`config.mk`:
```
export PLATFORM = sky130hd
export DESIGN_NAME = memory_write_buffer
export DESIGN_NICKNAME = d
export VERILOG_FILES = /design/src/rtl/memory_write_buffer.sv
export SDC_FILE = /design/constraint.sdc
export NUM_CORES = 1
export LEC_CHECK = 0
export CORE_UTILIZATION = 54
export DETAILED_ROUTE_END_ITERATION = 8
export GPL_TIMING_DRIVEN = 0
export PLACE_DENSITY = 0.79
export SLEW_MARGIN = 30
export SYNTH_ARGS = -nofsm -noshare
export SYNTH_HDL_FRONTEND = slang
export SYNTH_SLANG_ARGS = --single-unit
```
`constraint.sdc`:
```
create_clock -name clk -period 3.2 [get_ports clk]
set_input_delay 0.8 -clock clk [delete_from_list [all_inputs] [get_ports clk]]
set_output_delay 0.8 -clock clk [all_outputs]
set_load 0.02 [all_outputs]
```
`src/rtl/memory_write_buffer.sv`:
```
// memory_write_buffer: in-order store buffer between the CPU datapath and the
// memory write port. Stores with non-zero byte enables are queued in a small
// FIFO and drained one at a time over a req/ack handshake.
//
// Handshakes:
//   store side  - a store transfers on any rising edge where st_valid && st_ready.
//                 st_ready depends only on count, so a full buffer stays closed
//                 for the whole cycle even if memory drains an entry that cycle.
//   memory side - mem_req/mem_addr/mem_wdata/mem_be come straight from the head
//                 entry; a write completes on an edge where mem_req && mem_ack.
//                 mem_ack with mem_req low is ignored. The payload never changes
//                 while a write is pending.
module memory_write_buffer #(
    parameter int DATA_WIDTH = 32,
    parameter int ADDR_WIDTH = 32,
    parameter int DEPTH      = 4
) (
    input  logic                       clk,
    input  logic                       reset,
    input  logic                       st_valid,
    output logic                       st_ready,
    input  logic [ADDR_WIDTH-1:0]      st_addr,
    input  logic [DATA_WIDTH-1:0]      st_data,
    input  logic [DATA_WIDTH/8-1:0]    st_be,
    output logic                       mem_req,
    output logic [ADDR_WIDTH-1:0]      mem_addr,
    output logic [DATA_WIDTH-1:0]      mem_wdata,
    output logic [DATA_WIDTH/8-1:0]    mem_be,
    input  logic                       mem_ack,
    output logic                       empty,
    output logic [$clog2(DEPTH+1)-1:0] count
);

    localparam int BW = DATA_WIDTH / 8;
    localparam int PW = $clog2(DEPTH);
    localparam int CW = $clog2(DEPTH + 1);
    localparam logic [CW-1:0] FULL_COUNT = CW'(DEPTH);

    // Entry storage; contents are don't-care until count covers them.
    logic [ADDR_WIDTH-1:0] addr_mem [DEPTH];
    logic [DATA_WIDTH-1:0] data_mem [DEPTH];
    logic [BW-1:0]         be_mem   [DEPTH];

    logic [PW-1:0] wr_ptr;
    logic [PW-1:0] rd_ptr;
    logic          push;
    logic          pop;

    // A zero-BE store completes its handshake but writes nothing, so it is
    // simply not enqueued.
    assign st_ready  = (count != FULL_COUNT);
    assign push      = st_valid && st_ready && (st_be != '0);
    assign empty     = (count == '0);
    assign mem_req   = !empty;
    assign pop       = mem_req && mem_ack;
    assign mem_addr  = addr_mem[rd_ptr];
    assign mem_wdata = data_mem[rd_ptr];
    assign mem_be    = be_mem[rd_ptr];

    // Write the accepted store into the slot at the write pointer.
    always_ff @(posedge clk) begin
        if (push) begin
            addr_mem[wr_ptr] <= st_addr;
            data_mem[wr_ptr] <= st_data;
            be_mem[wr_ptr]   <= st_be;
        end
    end

    // Pointer and occupancy bookkeeping; reset discards every pending entry.
    always_ff @(posedge clk or negedge reset) begin
        if (!reset) begin
            wr_ptr <= '0;
            rd_ptr <= '0;
            count  <= '0;
        end else begin
            if (push) begin
                wr_ptr <= wr_ptr + PW'(1);
            end
            if (pop) begin
                rd_ptr <= rd_ptr + PW'(1);
            end
            if (push && !pop) begin
                count <= count + CW'(1);
            end else if (pop && !push) begin
                count <= count - CW'(1);
            end
        end
    end

endmodule

```
==> metrics.txt, run 1 <==
Final Skew 0.0153 ns; post-DP HPWL approximately 11 mm; Fillers 1110; final wirelength 18.0 mm; final core occ 69.6%; GP Congestion roughly 0.70; syn_nets between 400 and 500; antenna cells 0; status finished, final reports clean; Final ANT Viol Nets 0; met1 wire length ~7 mm; Pwr per Cell Area approximately 960 nW/um^2; clock sinks 279; root buffer cell clkbuf_16; top post-synthesis cells by count edfxtp_1, mux4_2, buf_12, buf_2, dfrtp_1; final setup fails 0; Rows 50; Die Ht 140 um; Starting Density 55.2%; Worst R2R Setup Slack 1.03 ns; GR Overflow Total 0; die area about 20000 sq um; layout cells sized above 1 between 20% and 30%; static leakage between 4 and 5 nW; NumNets Final roughly 650; top routing layer used met4; CP max FO 10; I/O pin count ~150; Area Growth Syn to Fin 26.1%; share of flip-flops with an asynchronous set or reset around 2.5%; Yosys cell types 21; met2 WL approximately 9.2 mm; Reg2Reg Capture Point data_mem[0][9]; top cell type's share of synthesized area between 70% and 80%; Post-Synthesis Cells 393; per-cell routed wire length between 20 and 25 um; Layout Cells excl Fill just over 800; Post-CTS Hold Fix Bufs 0; PortBufs approximately 150; Slew Limit Fails 0; vias in the first global route roughly 5000; Core ar. roughly 19000 sq um; Req. time, crit path 2.40 ns; leading area contributor after synthesis edfxtp_1; TritonCTS buffer count 27; worst-case clock buffer depth 3; first-pass GRT wire length around 28 mm; Register Area 8340 sq um; Tcrit/Tclk final 97.7%; CP endpoint kind output pin; vias after detailed routing about 4600; setup ws final slightly above 0.07 ns; RSZ-0062 raised after global routing false; min cycle time layout between 3 and 4 ns; CP startpoint kind flip-flop; # DRC 0; Setup WS pre-CTS about 0.062 ns; DR iter-0 viols around 270; Synth warnings 0; CP endpoint mem_addr[11]; routed wl met3 1.35 mm; dpl cell area between 10000 and 15000 sq um; Syn Area/Cell 26.3 sq um; largest net degree at the start of global routing 38; Vias/cell roughly 5.7; Max IR drop VDD between 500 and 600 uV; fmax about 320 MHz; Worst Setup Path Type flip-flop to output pin; Die Wd between 100 and 150 um; TritonRoute pass-1 iters 4; Post-synth top flop edfxtp_1; synth top area cells edfxtp_1, mux4_2, dfrtp_1, buf_12, ha_1; GRT Total Usage roughly a fifth; EDFF count, synth roughly 270; multi-input logic area about 1800 sq um; Worst R2R Path Depth 4; Worst-Margin Slew roughly 0.58 ns; Hold Crit Class input port to async pin; Clock transition at path regs approximately 0.060 ns; Worst Path Arrival between 2 and 2.5 ns; Synth Cell Area roughly 10000 sq um; Final Cell Area 13000 sq um; initial antenna violation count 0; Max Cap Viol 0; CTS tree done; Worst-Skew Late Latency between 0.5 and 0.6 ns; most frequent cell after synthesis edfxtp_1; Inst Count DP about 780; Synth Register Bits ~280; Seq/Total Area, Yosys about four fifths; Final Hold Fails 0; Reg-to-Reg Start count[0]; H-tree levels 1; crit path from rd_ptr[0]; worst relative slew slack between 60 and 70%
where the power goes:
group	total, mW	internal [mW]	switching (mW)	leakage, nW
Combinational	4.59	2.28	2.30	1.44
Sequential	4.96	4.79	0.172	2.57
Clock	2.92	1.69	1.23	0.391
Total	12.5	8.77	3.70	4.40
registers in the layout, summed over array words and instances, names as in the netlist:
register,flops
addr_mem,128
data_mem,128
be_mem,16
count,3
rd_ptr,2
wr_ptr,2
area by class of cell:
cell class	instances	share of cell area, %
Buffer	16	1.60
Clock buffer	32	5.33
Clock inverter	13	0.875
Inverter	4	0.115
Multi-Input combinational cell	94	13.7
Sequential cell	279	64.1
Tap cell	234	2.25
Timing Repair Buffer	149	12.0
how the worst min path moves through the flow:
stage / end
CTS: count[0]
floorplan: count[0]
global placement: count[2]
finish: count[0]
detailed placement: count[2]
global route: count[0]
through the flow:
step	TNS, ns	hold WS, ns	power, mW
floorplan	0	0.504	7.85
global placement	-495.79	0.543	9.66
detailed placement	0	0.563	9.74
CTS	0	0.542	12.7
global route	0	0.556	13.0
finish	0	0.551	12.5
cells by family after synthesis:
logic type	after synthesis	share of synthesized area, %
compound gates	2	0.242
xor+xnor	6	0.509
flops	279	80.8
buf+inv	20	2.02
fa+ha+maj	6	0.800
mux	70	15.1
simple gates	10	0.545
critical path, cell delays in order, from the launching register on:
cell,delay [ns]
dfrtp_1,0.34
buf_6,0.20
buf_12,0.18
mux4_2,0.51
clkdlybuf4s50_1,0.57
layer usage:
metal | up-vias | GRT usage, %
met5 | - | 0
met4 | 0 | 3.88
met3 | 19 | 4.85
met2 | 171 | 31.9
met1 | 2420 | 25.4
li1 | 2037 | -
cell usage in the layout (no fill, tap or decap), types with 2 or more instances in the layout:
cell	Yosys	layout
ha_1	5	5
edfxtp_1	272	272
buf_6	1	2
and2_4	0	4
clkbuf_16	0	27
bufinv_16	0	2
dfrtp_1	7	7
buf_4	1	2
xor2_1	2	2
clkinvlp_4	0	2
clkdlybuf4s50_1	0	122
xnor2_1	4	4
nand2_1	2	2
clkinv_2	0	4
inv_1	4	4
buf_2	7	3
clkbuf_1	0	5
clkbuf_4	0	2
mux4_2	68	68
dlymetal6s2s_1	0	17
clkinv_1	0	5
nor2_1	2	2
buf_12	7	11
dlygate4sd2_1	0	6
what timing repair did:
item | in CTS | in global routing
setup endpoints to repair | 10 | 19
gates resized for setup | 9 | 19
buffers inserted | 0 | 0
endpoints found under the hold margin | 0 | 0
gates cloned | 0 | 0
Power figures use the tool's default switching activity.
==> run 2, diff against run 1 <==
Settings changed: ABC_CLOCK_PERIOD_IN_PS set to 3200.
==> results of run 2 <==
No change in the layout: final DEF, timing and power equal those of run 1.
==> run 3, diff against run 2 <==
Settings changed: CELL_PAD_IN_SITES_DETAIL_PLACEMENT set to 0, CELL_PAD_IN_SITES_GLOBAL_PLACEMENT set to 1, CORE_UTILIZATION 54 to 48, PLACE_DENSITY 0.79 to not set, PLACE_DENSITY_LB_ADDON set to 0.1, TNS_END_PERCENT set to 1.
==> run 3 against run 2 <==
First-iteration DRC count is 25% lower. Global-route usage is 1.9 points lower. Critical path depth is the same. Critical endpoint is now mem_be[2]. Final area up 1.2%. Utilization down 7.1 points. Clock power increased by 4%. Register-to-register slack barely moved. Non-clock buffer count is 1 higher. Sequential share of layout area fell by 0.75 points. Largest cell class unchanged. Total power increased by 0.84%.
==> metrics.txt, run 3 (same netlist as run 1, synthesis figures left out) <==
Layout Cells excl Fill 868 (was 821); status finished, final reports clean (unchanged); Max Cap Viol 0 (unchanged); per-cell routed wire length 20.9 um (was 21.9 um); slowest stage delay, CP 0.56 ns (was 0.57 ns); clock sinks 279 (unchanged); Reg power frac 39.4% (was 39.8%); Core ar. 21100 sq um (was 18700 sq um); Worst-Skew Late Latency 0.53 ns (was 0.51 ns); DR iter-0 viols 202 (was 271); clock share of power 24.2% (was 23.4%); multi-input logic area 1780 sq um (unchanged); PortBufs 145 (unchanged); initial antenna violation count 0 (unchanged); vias in the first global route 4930 (was 4983); critical-path cell list buf_6, buf_12, mux4_2, clkdlybuf4s50_1 (unchanged); Fillers 1436 (was 1110); root buffer cell clkbuf_16 (unchanged); Inst Count DP 818 (was 776); final wirelength 18.1 mm (was 18.0 mm); Max IR drop VDD 552 uV (was 597 uV); CTS tree done (unchanged); antenna cells 0 (unchanged); TritonCTS buffer count 28 (was 27); Worst Path Arrival 2.32 ns (was 2.33 ns); Worst path top cell family by delay buffers and inverters (unchanged); TritonRoute pass-1 iters 4 (unchanged); CP max FO 10 (unchanged); Final Skew 0.00782 ns (was 0.0153 ns); P_sw 3.72 mW (was 3.70 mW); Pwr per Cell Area 955 nW/um^2 (was 958 nW/um^2); # DRC 0 (unchanged); Worst Setup Path Type flip-flop to output pin (unchanged); Clock transition at path regs 0.06 ns (about the same); Worst path slowest cell clkdlybuf4s50_1 (unchanged); commonest cells after routing, fill and taps aside edfxtp_1, clkdlybuf4s50_1, mux4_2 (unchanged); final setup fails 0 (unchanged); post-DP HPWL 11.1 mm (about the same); Final Hold Fails 0 (unchanged); Tcrit/Tclk final 97.6% (was 97.7%); dpl cell area 12200 sq um (about the same); CP startpoint kind flip-flop (unchanged); die area 22100 sq um (was 19700 sq um); worst-case clock buffer depth 3 (unchanged); RSZ-0062 raised after global routing false (unchanged); Buf/Inv on CP 3 (unchanged); Final ANT Viol Nets 0 (unchanged); Largest regs addr_mem x128, data_mem x128, be_mem x16 (unchanged); Worst-Margin Slew 0.621 ns (was 0.580 ns); Internal Power 8.86 mW (was 8.77 mW); I/O pin count 146 (unchanged); vias after detailed routing 4592 (was 4647); Register Area 8340 sq um (unchanged); Rows 53 (was 50); layout cells sized above 1 22.3% (was 22.5%); switching share of power 29.6% (was 29.7%); commonest non-fill, non-tap cell in the layout edfxtp_1 (unchanged); Comb pwr share 36.4% (was 36.8%); Area Growth Syn to Fin 27.6% (was 26.1%); min cycle time layout 3.12 ns (was 3.13 ns); Die Ht 149 um (was 140 um); Req. time, crit path 2.40 ns (about the same); Vias/cell 5.29 (was 5.66); Hold Crit Class input port to async pin (unchanged); static leakage 4.54 nW (was 4.40 nW); largest net degree at the start of global routing 39 (was 38); GR Overflow Total 0 (unchanged); fmax 320 MHz (about the same); NumNets Final 651 (was 649); H-tree levels 1 (unchanged); CP endpoint kind output pin (unchanged); worst relative slew slack 58.6% (was 61.3%); Die Wd 149 um (was 140 um); Post-CTS Hold Fix Bufs 0 (unchanged); GRT Total Usage 17.1% (was 19.0%); Final Cell Area 13200 sq um (was 13000 sq um); Starting Density 49.0% (was 55.2%); Slew Limit Fails 0 (unchanged); GP Congestion 0.683 (was 0.704); first-pass GRT wire length 27.8 mm (was 28.0 mm)
run 3: cell types whose count changed in the layout (fill, tap and decap cells not counted), moves of 2 or more:
cell and change:
clkdlybuf4s50_1 -12, buf_16 +2, dlymetal6s2s_1 +10, clkbuf_1 +3
buf_2 +3, dlygate4sd2_1 +2, clkbuf_4 -2, clkinv_1 +3
clkbuf_16 +2, clkinvlp_4 -2, clkinv_2 -2
run 3: worst paths after layout:
path                       startpoint               to  slack (ns)  cells after the start
min in group clk             count[2]         count[2]        0.58                      1
min reg2reg                  count[2]         count[2]        0.58                      1
max                         rd_ptr[0]        mem_be[2]        0.08                      4
max in group asynchronous       reset         count[2]        2.43                      1
max reg2reg                  count[0]  addr_mem[2][30]        1.02                      4
min                             reset        wr_ptr[0]        0.53                      1
run 3: layout make-up:
cell class                      instances  share of cell area (%)
Inverter                                4                   0.114
Sequential cell                       279                    63.3
Timing Repair Buffer                  150                    12.3
Tap cell                              275                    2.61
Clock buffer                           37                    5.74
Multi-Input combinational cell         94                    13.5
Buffer                                 16                    1.49
Clock inverter                         13                   0.826
run 3: routing by layer:
metal  part of all wire [%]  up-vias  track usage [%]  routed length, um
met5                      0        -                0                  0
met4                    2.5        0             4.90                453
met3                    6.0       30             4.39               1090
met2                     52      125             29.5               9360
met1                     40     2395             21.2               7240
li1                       -     2042                -                  -
run 3: what timing repair did:
item / CTS / global route
gates resized for setup: 9 / 27
buffers inserted: 0 / 0
endpoints found under the setup margin: 10 / 27
run 3: power groups by stage:
stage	clock, mW	combinational (mW)	sequential (mW)
after floorplan	0	2.81	5.04
after global placement	0	4.64	5.09
after detailed placement	0	4.77	5.04
after CTS	3.12	4.75	4.97
after global routing	3.23	4.89	5.02
final	3.05	4.57	4.96
run 3: per-stage QoR:
step / TNS, ns / util, % / hold WS (ns) / setup slack, ns / power [mW]
2_1_floorplan: 0 / - / 0.504 / 0.0117 / 7.85
3_3_place_gp: -553.52 / 57.5 / 0.543 / -2.06 / 9.72
3_5_place_dp: 0 / 58.1 / 0.583 / 0.0258 / 9.81
4_1_cts: 0 / 62.1 / 0.526 / 0.00417 / 12.8
5_1_grt: 0 / 62.5 / 0.547 / 0.00000844 / 13.1
6_report: 0 / 62.5 / 0.534 / 0.0769 / 12.6
